### src/rtl/fetch_unit.sv
// Instruction-fetch stage: owns the fetch PC, drives the instruction memory
// word address and captures the returned word into the instruction register.
module fetch_unit #(
    parameter logic [31:0] RESET_PC = 32'h0000_3000
) (
    input  logic        clk,
    input  logic        rst_n,
    input  logic        fetch_req,
    input  logic        redirect_valid,
    input  logic [31:0] redirect_pc,
    output logic [9:0]  im_addr,
    input  logic [31:0] im_dout,
    output logic [31:0] ir,
    output logic [31:0] ir_pc,
    output logic [31:0] ir_pc_plus4,
    output logic        ir_valid,
    output logic        busy,
    output logic        misalign_err,
    output logic [31:0] fetch_count,
    output logic [1:0]  state_dbg
);

    // Handshake: fetch_req is a level sampled only in IDLE (no queuing); ir_valid
    // rises two edges later and holds, with ir stable, until the next accepted
    // fetch_req or an aligned redirect clears it.
    typedef enum logic [1:0] {
        S_IDLE = 2'd0,
        S_REQ  = 2'd1,
        S_WAIT = 2'd2
    } state_t;

    state_t      state_q, state_d;
    logic [31:0] fetch_pc_q, fetch_pc_d;
    logic [31:0] ir_d, ir_pc_d, fetch_count_d;
    logic        ir_valid_d, misalign_err_d;
    logic        redirect_ok;

    assign redirect_ok = redirect_valid && (redirect_pc[1:0] == 2'b00);

    always_comb begin
        state_d        = state_q;
        fetch_pc_d     = fetch_pc_q;
        ir_d           = ir;
        ir_pc_d        = ir_pc;
        ir_valid_d     = ir_valid;
        fetch_count_d  = fetch_count;
        misalign_err_d = misalign_err;

        if (redirect_valid && !redirect_ok) begin
            misalign_err_d = 1'b1;
        end

        // An aligned redirect beats everything, including a capture in WAIT.
        if (redirect_ok) begin
            fetch_pc_d = redirect_pc;
            ir_valid_d = 1'b0;
            state_d    = (state_q == S_IDLE && fetch_req) ? S_REQ : S_IDLE;
        end else begin
            case (state_q)
                S_IDLE: begin
                    if (fetch_req) begin
                        state_d    = S_REQ;
                        ir_valid_d = 1'b0;
                    end
                end
                S_REQ: begin
                    state_d = S_WAIT;
                end
                S_WAIT: begin
                    ir_d          = im_dout;
                    ir_pc_d       = fetch_pc_q;
                    fetch_pc_d    = fetch_pc_q + 32'd4;
                    ir_valid_d    = 1'b1;
                    fetch_count_d = fetch_count + 32'd1;
                    state_d       = S_IDLE;
                end
                default: begin
                    state_d = S_IDLE;
                end
            endcase
        end
    end

    always_ff @(posedge clk or negedge rst_n) begin
        if (!rst_n) begin
            state_q      <= S_IDLE;
            fetch_pc_q   <= RESET_PC;
            ir           <= 32'd0;
            ir_pc        <= 32'd0;
            ir_valid     <= 1'b0;
            misalign_err <= 1'b0;
            fetch_count  <= 32'd0;
        end else begin
            state_q      <= state_d;
            fetch_pc_q   <= fetch_pc_d;
            ir           <= ir_d;
            ir_pc        <= ir_pc_d;
            ir_valid     <= ir_valid_d;
            misalign_err <= misalign_err_d;
            fetch_count  <= fetch_count_d;
        end
    end

    // Memory only sees bits [11:2], so addresses alias every 4 KB.
    assign im_addr     = fetch_pc_q[11:2];
    assign ir_pc_plus4 = ir_pc + 32'd4;
    assign busy        = (state_q == S_REQ) || (state_q == S_WAIT);
    assign state_dbg   = state_q;

endmodule

### config.mk
export PLATFORM = sky130hd
export DESIGN_NAME = fetch_unit
export DESIGN_NICKNAME = d
export VERILOG_FILES = /design/src/rtl/fetch_unit.sv
export SDC_FILE = /design/constraint.sdc
export NUM_CORES = 1
export LEC_CHECK = 0
export BUFFER_PORTS_ARGS = -buffer_cell sky130_fd_sc_hd__buf_4
export CAP_MARGIN = 20
export CORE_MARGIN = 3
export CORE_UTILIZATION = 36
export CTS_BUF_LIST = sky130_fd_sc_hd__clkbuf_4 sky130_fd_sc_hd__clkbuf_8 sky130_fd_sc_hd__clkbuf_16
export CTS_CLUSTER_SIZE = 8
export DETAILED_ROUTE_END_ITERATION = 7
export SYNTH_ARGS = -nofsm -noshare
export SYNTH_HDL_FRONTEND = slang
export SYNTH_SLANG_ARGS = --single-unit
### constraint.sdc
create_clock -name clk -period 4.46 [get_ports clk]
set_clock_uncertainty 0.15 [all_clocks]
set_input_delay 0.223 -clock clk [delete_from_list [all_inputs] [get_ports clk]]
set_output_delay 0.223 -clock clk [all_outputs]
set_load 0.01 [all_outputs]
**After elaboration in Yosys (flattened, before gate mapping)**

Cells that the tools add are included.

- Add/subtract/negate cells: 3
- Eq/ne operators: 3
- Muxes and demuxes: 9
- Bitwise logic cells: 1
- Reduce and logical (&&, ||, !) cells: 11

Operator list:

| cell | number |
|---|---|
| $add A32 B3 Y32 const B | 2 |
| $mux W32 | 2 |
| $add A32 B1 Y32 const B | 1 |
| $logic_not A2 Y1 | 2 |
| $mux W2 | 2 |
| $pmux W2 S2 | 1 |
| $reduce_and A2 Y1 | 2 |
| $logic_and A1 B1 Y1 | 3 |
| $mux W1 | 3 |
| $ne A3 B3 Y1 const B | 1 |
| $reduce_bool A3 Y1 | 1 |
| $eq A2 B1 Y1 const B | 1 |
| $eq A2 B2 Y1 const B | 1 |
| $pmux W1 S2 | 1 |
| $reduce_bool A2 Y1 | 1 |
| $logic_not A1 Y1 | 1 |
| $logic_or A1 B1 Y1 | 1 |
| $not A1 Y1 | 1 |

- Register bits after elaboration: 132
- Bits of input ports: 68
- Output and inout port bits: 143
- Logic and storage cells: 34

**Depth between registers and ports, before layout**

Gate-level depths: netlist (run 1).

- Word-level depth: 4
- Depth in mapped cells: 8
- Depth with buffers taken out: 6

**Worst setup path before layout (run 1)**

No wires, ideal clock.

- Path type: register to register
- Start: register state_q[0] (netlist: state_dbg[0])
- End: register fetch_count[25]
- Setup time: 126 ps
- Data arrival time: 1979 ps
- Data required time: 4184 ps
- Path slack: 2206 ps
- Cell stages (with the launch flop): 8
- Path buffers: 2
- Clock period less this slack: 2254 ps
- Cell sequence: dfrtp_1 -> inv_1 -> ha_1 -> clkbuf_1 -> nor4b_1 -> clkbuf_1 -> nand4_1 -> xnor2_1

- Cells in the longest elaborated chain, start to end: 2

RTL lines:

| element | RTL line | RTL |
|---|---|---|
| start, declared | 32 | `state_t state_q, state_d;` |
| start signal, assigned | 94 | `state_q <= state_d;` |
| $eq A2 B2 Y1 | 59 | `case (state_q)` |
| $reduce_and A2 Y1 (no source line) | n/a |  |
| end signal, assigned | 100 | `fetch_count <= fetch_count_d;` |
| end, declared | 19 | `output logic [31:0] fetch_count,` |

Every way passes these cells.
A chain may end at the register's enable or synchronous reset.

**Worst setup path after layout (run 1)**

- Start: register ir_pc[2]
- End: output port ir_pc_plus4[30]

- Cells in the longest elaborated chain, start to end: 1

RTL lines:

| element | RTL line | RTL |
|---|---|---|
| start, declared | 14 | `output logic [31:0] ir_pc,` |
| start signal, assigned | 97 | `ir_pc <= ir_pc_d;` |
| $add A32 B3 Y32 | 106 | `assign ir_pc_plus4 = ir_pc + 32'd4;` |
| end, declared | 15 | `output logic [31:0] ir_pc_plus4,` |

Every way passes these cells.

==> results of run 1 <==
placed cells by master (no fill, tap or decap), drive strengths merged, types with 14 or more instances in the layout:
cell,Yosys,layout
and3,22,22
xor2,14,14
dlygate4sd3,0,66
nand3,36,36
a31oi,15,15
clkbuf,15,21
xnor2,57,57
nand4,28,28
dfrtp,130,130
nor2,25,25
mux2,62,62
o21ai,25,25
nand2,49,49
and4,15,15
buf,21,215
logic make-up (layout without fill, tap and decap cells):
| family | Yosys count | count (layout) |
|---|---|---|
| buf+inv | 41 | 318 |
| xor+xnor | 71 | 71 |
| simple gates | 209 | 209 |
| mux | 65 | 65 |
| compound gates | 54 | 54 |
| fa+ha+maj | 7 | 7 |
| flops | 132 | 132 |
area by class of cell:
cell class | count | area, um2
multi-input cells | 406 | 2917
clock buffers | 21 | 480.5
flip-flops and latches | 132 | 3306
well taps | 225 | 281.5
inverters | 5 | 18.77
fillers | 1485 | 7926
clock inverters | 11 | 148.9
repair buffers | 281 | 2278
path summary, 6_finish.rpt:
kind,startpoint,endpoint
worst max register to register,state_dbg[0]$_DFFE_PN0P_,fetch_pc_q[31]$_DFFE_PN0P_
worst min register to register,fetch_count[31]$_DFFE_PN0P_,fetch_count[31]$_DFFE_PN0P_
worst min-delay path,redirect_pc[0],fetch_pc_q[13]$_DFFE_PN1P_
min in group asynchronous,rst_n,ir_pc[7]$_DFFE_PN0P_
worst max-delay path,ir_pc[2]$_DFFE_PN0P_,ir_pc_plus4[30]
max in group asynchronous,rst_n,ir[17]$_DFFE_PN0P_
metal layers:
metal | vias up | GRT usage, % | wire length [um]
met5 | - | 0 | 0
met4 | 0 | 6.849 | 304
met3 | 22 | 5.258 | 1202
met2 | 166 | 30.33 | 8332
met1 | 2636 | 22.93 | 7507
li1 | 2610 | - | -
flip-flops by register name (all words and copies together) (netlist names):
| name | count |
|---|---|
| fetch_count | 32 |
| state_dbg | 2 |
| ir | 32 |
| ir_valid | 1 |
| fetch_pc_q | 32 |
| misalign_err | 1 |
| ir_pc | 32 |
critical path, cell delays in order (launching register included):
cell and delay (ps):
dfrtp_1 440, ha_1 260, nand2_1 110, nor4_1 840, nand3_1 200, xnor2_1 200, buf_4 150
power by group:
part	internal [mW]	switching (mW)	total (mW)
sequential	1.58	0.433	2.02
combinational	1.15	0.859	2.01
clock	0.940	0.528	1.47
total	3.67	1.82	5.49
==> impl_metrics.csv, run 1 <==
group,metric,value,unit
run_status,status,"finished, final reports clean",
global_routing,grt.total_usage,18.35,%
timing,drv_slew,0,
synthesis,synth_edf_count,0,
layout,diodes,0,
placement,place_area,8140,um2
flow_run,drv_cap,0,
route,finalWirelength,17.35,mm
timing,fin_ws,1469,ps
clock_network,path_clk_slew,60,ps
route,route.vias.total,5434,
clock_network,cts_tree,"built",
clock_network,htreeDepth,4,
synthesis,synthAdderAreaFrac,1.365,%
route,drt_iter0_markers,239,
synthesis,synth_compound_area_share,5.068,%
synthesis,async_reset_ff_share,100.0,%
worst_hold_path,min_path_type,"in -> reg",
worst_setup_path,critPathKind,"reg -> out",
synthesis,syn-num-nets,654,
synthesis,synthFlopType,"dfrtp_1",
global_routing,grt_max_degree,94,
die,initial_core_util,36.98,%
clock_network,cts.sinks,132,
route,drtAntennaViolNets,0,
placement,dp.cells,983,
global_routing,grt_pass1_vias,5558,
worst_setup_path,required,4090,ps
timing,slew_headroom,34.85,%
placement,dp_slack,1568,ps
placement,port_buffers,210,
clock_network,numCtsBuffers,17,
worst_setup_path,critPathArrivalTime,2620,ps
placement,hpwlAfterDp,12.08,mm
die,ios,211,
synthesis,synth.most_common_cell,"dfrtp_1",
route,drtPass1Iterations,4,
die,die_w,139.5,um
die,dieArea,19470,um2
synthesis,yosys.area.top_type,"dfrtp_1",
synthesis,synth_area_per_cell,11.09,um2
clock_network,cts_buffer_depth,2,
pwr,power.density,582.4,nW/um2
synthesis,synthMuxAreaShare,11.35,%
layout,post_route_cells_drive_above_1_share,35.51,%
worst_setup_path,rrSetupSlack,1540,ps
pwr,ir_worst_vdd,0.0003613,V
clock_network,clk_latency,410,ps
global_routing,antenna_found_initial,0,
synthesis,syn_area,6419,um2
synthesis,synth_common_cells,"dfrtp_1 (130), xnor2_1 (57), mux2_2 (50)",
worst_hold_path,hold_depth,5,
timing,setup_tns,0,ps
die,core_area,17360,um2
clock_network,cts_hold_buf,66,
pwr,p_leak,4.193,nW
timing,hold_viol_final,0,
synthesis,yosys-top-cells-area,"dfrtp_1 (51%), mux2_2 (8.8%), xnor2_1 (7.8%)",
layout,fin_nets,918,
synthesis,synth.top_cell.area_share,50.68,%
layout,syn2layout_area_growth,46.92,%
pwr,total_power,5.492,mW
worst_setup_path,reg2reg_depth,6,
timing,setup_violations,0,
route,wl_per_cell,16.05,um
clock_network,ctsResizeCount,0,
synthesis,synth.distinct_cells,39,
placement,routabilityCongestion,0.7900,
synthesis,yosysWarningCount,0,
worst_setup_path,crit_path_max_fanout,6,
route,via_per_inst,5.027,
timing,rsz0062_at_grt,"false",
synthesis,syn-instance-count,579,
timing,fin_crit,2991,ps
clock_network,post_cts_buffers,0,
synthesis,synth-seq-cells,132,
timing,tightest_slew,968.3,ps
synthesis,ys_seq_area_share,51.50,%
timing,whs,198.8,ps
die,num_rows,48,
clock_network,cts-root-buf,"clkbuf_16",
synthesis,synth-xor-area-share,9.688,%
global_routing,grt_pass1_wl,28.95,mm
route,drc,0,
synthesis,synth_top_family_by_area,"simple AND/OR/NAND/NOR gates",
die,fp.dieH,139.5,um
layout,final_cell_area,9430,um2
timing,layout_worst_path_cycle_share,67.06,%
timing,clock.fmax,334.3,MHz
worst_setup_path,startpoint_type,"flip-flop",
worst_setup_path,endpoint_kind,"output pin",
global_routing,grt_overflow,0,
layout,fin_util,54.33,%
synthesis,synth-simple-area-share,17.76,%
layout,instances_no_fill,1081,
No activity file was read; power rests on OpenSTA's default activity.
==> run 2: changes to the inputs <==
- ABC_AREA: unset -> 1
- clock period: 4.46 -> 2.67 ns (I/O delays scaled with it)
==> run 2 against run 1 <==
  * Via count increased by 41%
  * Critical path depth up 2
  * Combinational power rose by 110%
  * Final area grew 13%
  * Clock power grew 58%
==> impl_metrics.csv, run 2 <==
group,metric,value,unit
timing,setup_violations,0,
clock_network,clk_latency,430,ps
layout,layout_commonest_cell,"nand2_1",
global_routing,grt_overflow,0,
die,core_area,20490,um2
route,wl_per_cell,15.28,um
synthesis,syn-num-nets,1136,
flow_run,drv_cap,0,
layout,instances_no_fill,1610,
worst_setup_path,startpoint_type,"flip-flop",
die,die_w,151.5,um
global_routing,grt.total_usage,21.30,%
layout,most-common-layout-cells,"nand2_1 (420), buf_4 (215), dfrtp_1 (130)",
clock_network,cts_tree,"built",
global_routing,met2_usage,33.25,%
timing,layout_worst_path_cycle_share,95.24,%
worst_setup_path,slowest_delay,460,ps
timing,drv_slew,0,
placement,port_buffers,210,
synthesis,ys_seq_area_share,43.37,%
worst_setup_path,critPathKind,"reg -> out",
worst_setup_path,crit_path_max_fanout,6,
pwr,power.density,941.0,nW/um2
layout,post_route_cells_drive_above_1_share,22.01,%
synthesis,synth_common_cells,"nand2_1 (420), dfrtp_1 (130), nor2_1 (124)",
layout,fin_nets,1402,
route,drt_iter0_markers,516,
synthesis,yosys.area.top_type,"dfrtp_1",
synthesis,yosys-top-cells-area,"dfrtp_1 (43%), nand2_1 (21%), nor2_1 (6.1%)",
global_routing,top_usage_layer,"met2",
die,dieArea,22960,um2
synthesis,syn_area,7622,um2
synthesis,synthFlopType,"dfrtp_1",
route,finalWirelength,24.61,mm
pwr,p_leak,5.216,nW
clock_network,htreeDepth,4,
synthesis,synth.most_common_cell,"nand2_1",
timing,rsz0062_at_grt,"false",
placement,dp_slack,521.2,ps
die,ios,211,
global_routing,grtUsageMet3,3.421,%
synthesis,synth.top_cell.area_share,42.68,%
worst_setup_path,endpoint_kind,"output pin",
global_routing,grt_pass1_vias,7149,
worst_setup_path,cp_slowest_cell,"dfrtp_1",
worst_setup_path,critPathArrivalTime,2260,ps
worst_hold_path,min_path_type,"in -> async",
synthesis,yosysWarningCount,0,
global_routing,grt_max_degree,108,
timing,tightest_slew,502.0,ps
timing,setup_tns,0,ps
timing,whs,77.97,ps
synthesis,synth_area_per_cell,7.184,um2
clock_network,path_clk_slew,60,ps
clock_network,cts-root-buf,"clkbuf_16",
die,num_rows,52,
synthesis,syn-instance-count,1061,
placement,hpwlAfterDp,18.20,mm
timing,fin_crit,2543,ps
run_status,status,"finished, final reports clean",
route,route.vias.total,7642,
timing,slew_headroom,66.54,%
clock_network,cts.sinks,132,
global_routing,antenna_found_initial,0,
worst_setup_path,required,2390,ps
worst_setup_path,critical_path_buf_inv_count,1,
layout,syn2layout_area_growth,40.00,%
route,via_per_inst,4.747,
worst_setup_path,crit_family,"simple AND/OR/NAND/NOR gates",
route,drtAntennaViolNets,0,
synthesis,async_reset_ff_share,100.0,%
timing,hold_viol_final,0,
timing,clock.fmax,393.2,MHz
worst_setup_path,crit_top_cell,"nor2_4",
placement,dp.cells,1512,
global_routing,grt_pass1_wl,38.07,mm
synthesis,synth-seq-cells,132,
placement,routabilityCongestion,0.8781,
clock_network,cts_buffer_depth,2,
route,drtPass1Iterations,5,
worst_setup_path,worst-path-stages,8,
layout,diodes,0,
synthesis,synth.distinct_cells,33,
route,drc,0,
die,fp.dieH,151.5,um
worst_setup_path,reg2reg_depth,10,
worst_setup_path,worstPathCellList,"ha_2 > nand3_2 > nor2_4 > nand2_2 > nor2_4 > nand2_1 > xor2_1 > buf_4",
global_routing,met1_usage,30.47,%
clock_network,numCtsBuffers,17,
die,initial_core_util,37.19,%
synthesis,synth_edf_count,0,
pwr,ir_worst_vdd,0.0004736,V
timing,fin_ws,127.1,ps
==> run 2: logic make-up (layout without fill, tap and decap cells) <==
logic type,after synthesis,after routing,synth area share (%)
adder cells (fa/ha/maj),7,7,1.149
flip-flops,132,132,43.37
AND/OR/NAND/NOR,680,680,38.62
AO/OA/AOI/OAI,63,63,4.498
XOR/XNOR,39,39,4.481
buffers and inverters,140,419,7.879
==> run 2: final cells by class <==
type,count,area (um2)
inverter,102,382.9
multi-input combinational,789,3724
timing repair buffer,285,2346
clock buffer,17,425.4
clock inverter,15,150.1
sequential,132,3306
fill,1999,9823
tap,270,337.8
==> run 2: path summary, 6_finish.rpt <==
kind | from | endpoint | slack (ps)
worst max-delay path | ir_pc[2]$_DFFE_PN0P_ | ir_pc_plus4[18] | 130
worst min-delay path | rst_n | ir_pc[21]$_DFFE_PN0P_ | 80
worst max register to register | state_dbg[0]$_DFFE_PN0P_ | fetch_pc_q[20]$_DFFE_PN0P_ | 520
worst min register to register | ir[20]$_DFFE_PN0P_ | ir[20]$_DFFE_PN0P_ | 330
max in group asynchronous | rst_n | ir[24]$_DFFE_PN0P_ | 1540
min in group clk | redirect_pc[1] | state_dbg[1]$_DFFE_PN0P_ | 140
==> run 2: worst reg2reg max path: stages (launching register included) <==
cell,delay [ps]
dfrtp_1,390
inv_1,140
ha_1,420
inv_1,110
nand2_1,80
buf_4,230
inv_2,210
nand2_1,100
nand2_1,50
nor2_1,100
nand2_1,60
==> run 2: layer usage <==
layer  vias to the layer above  share of wire, %
li1                       3855                 -
met3                        35               5.2
met2                       246                46
met5                         -                 0
met1                      3506                47
met4                         0               2.0
==> run 2: where the power goes <==
part | internal [mW] | total, mW | switching, mW
Clock | 1.25 | 2.32 | 1.07
Combinational | 1.84 | 4.14 | 2.31
Sequential | 2.71 | 3.58 | 0.869
==> run 2: timing repair <==
action / in CTS / in global routing
hold endpoints to repair: 141 / 0
setup buffers: 0 / 0
gates resized for setup: 0 / 2
hold buffers: 66 / 0
endpoints found under the setup margin: 0 / 2
==> run 2: through the flow <==
step	utilization, %	total power, mW	area [um2]
floorplan	-	5.592	7622
global placement	46.00	7.637	9428
detailed placement	46.00	7.674	9428
CTS	52.03	10.10	10660
global route	52.07	10.73	10670
finish	52.07	10.04	10670
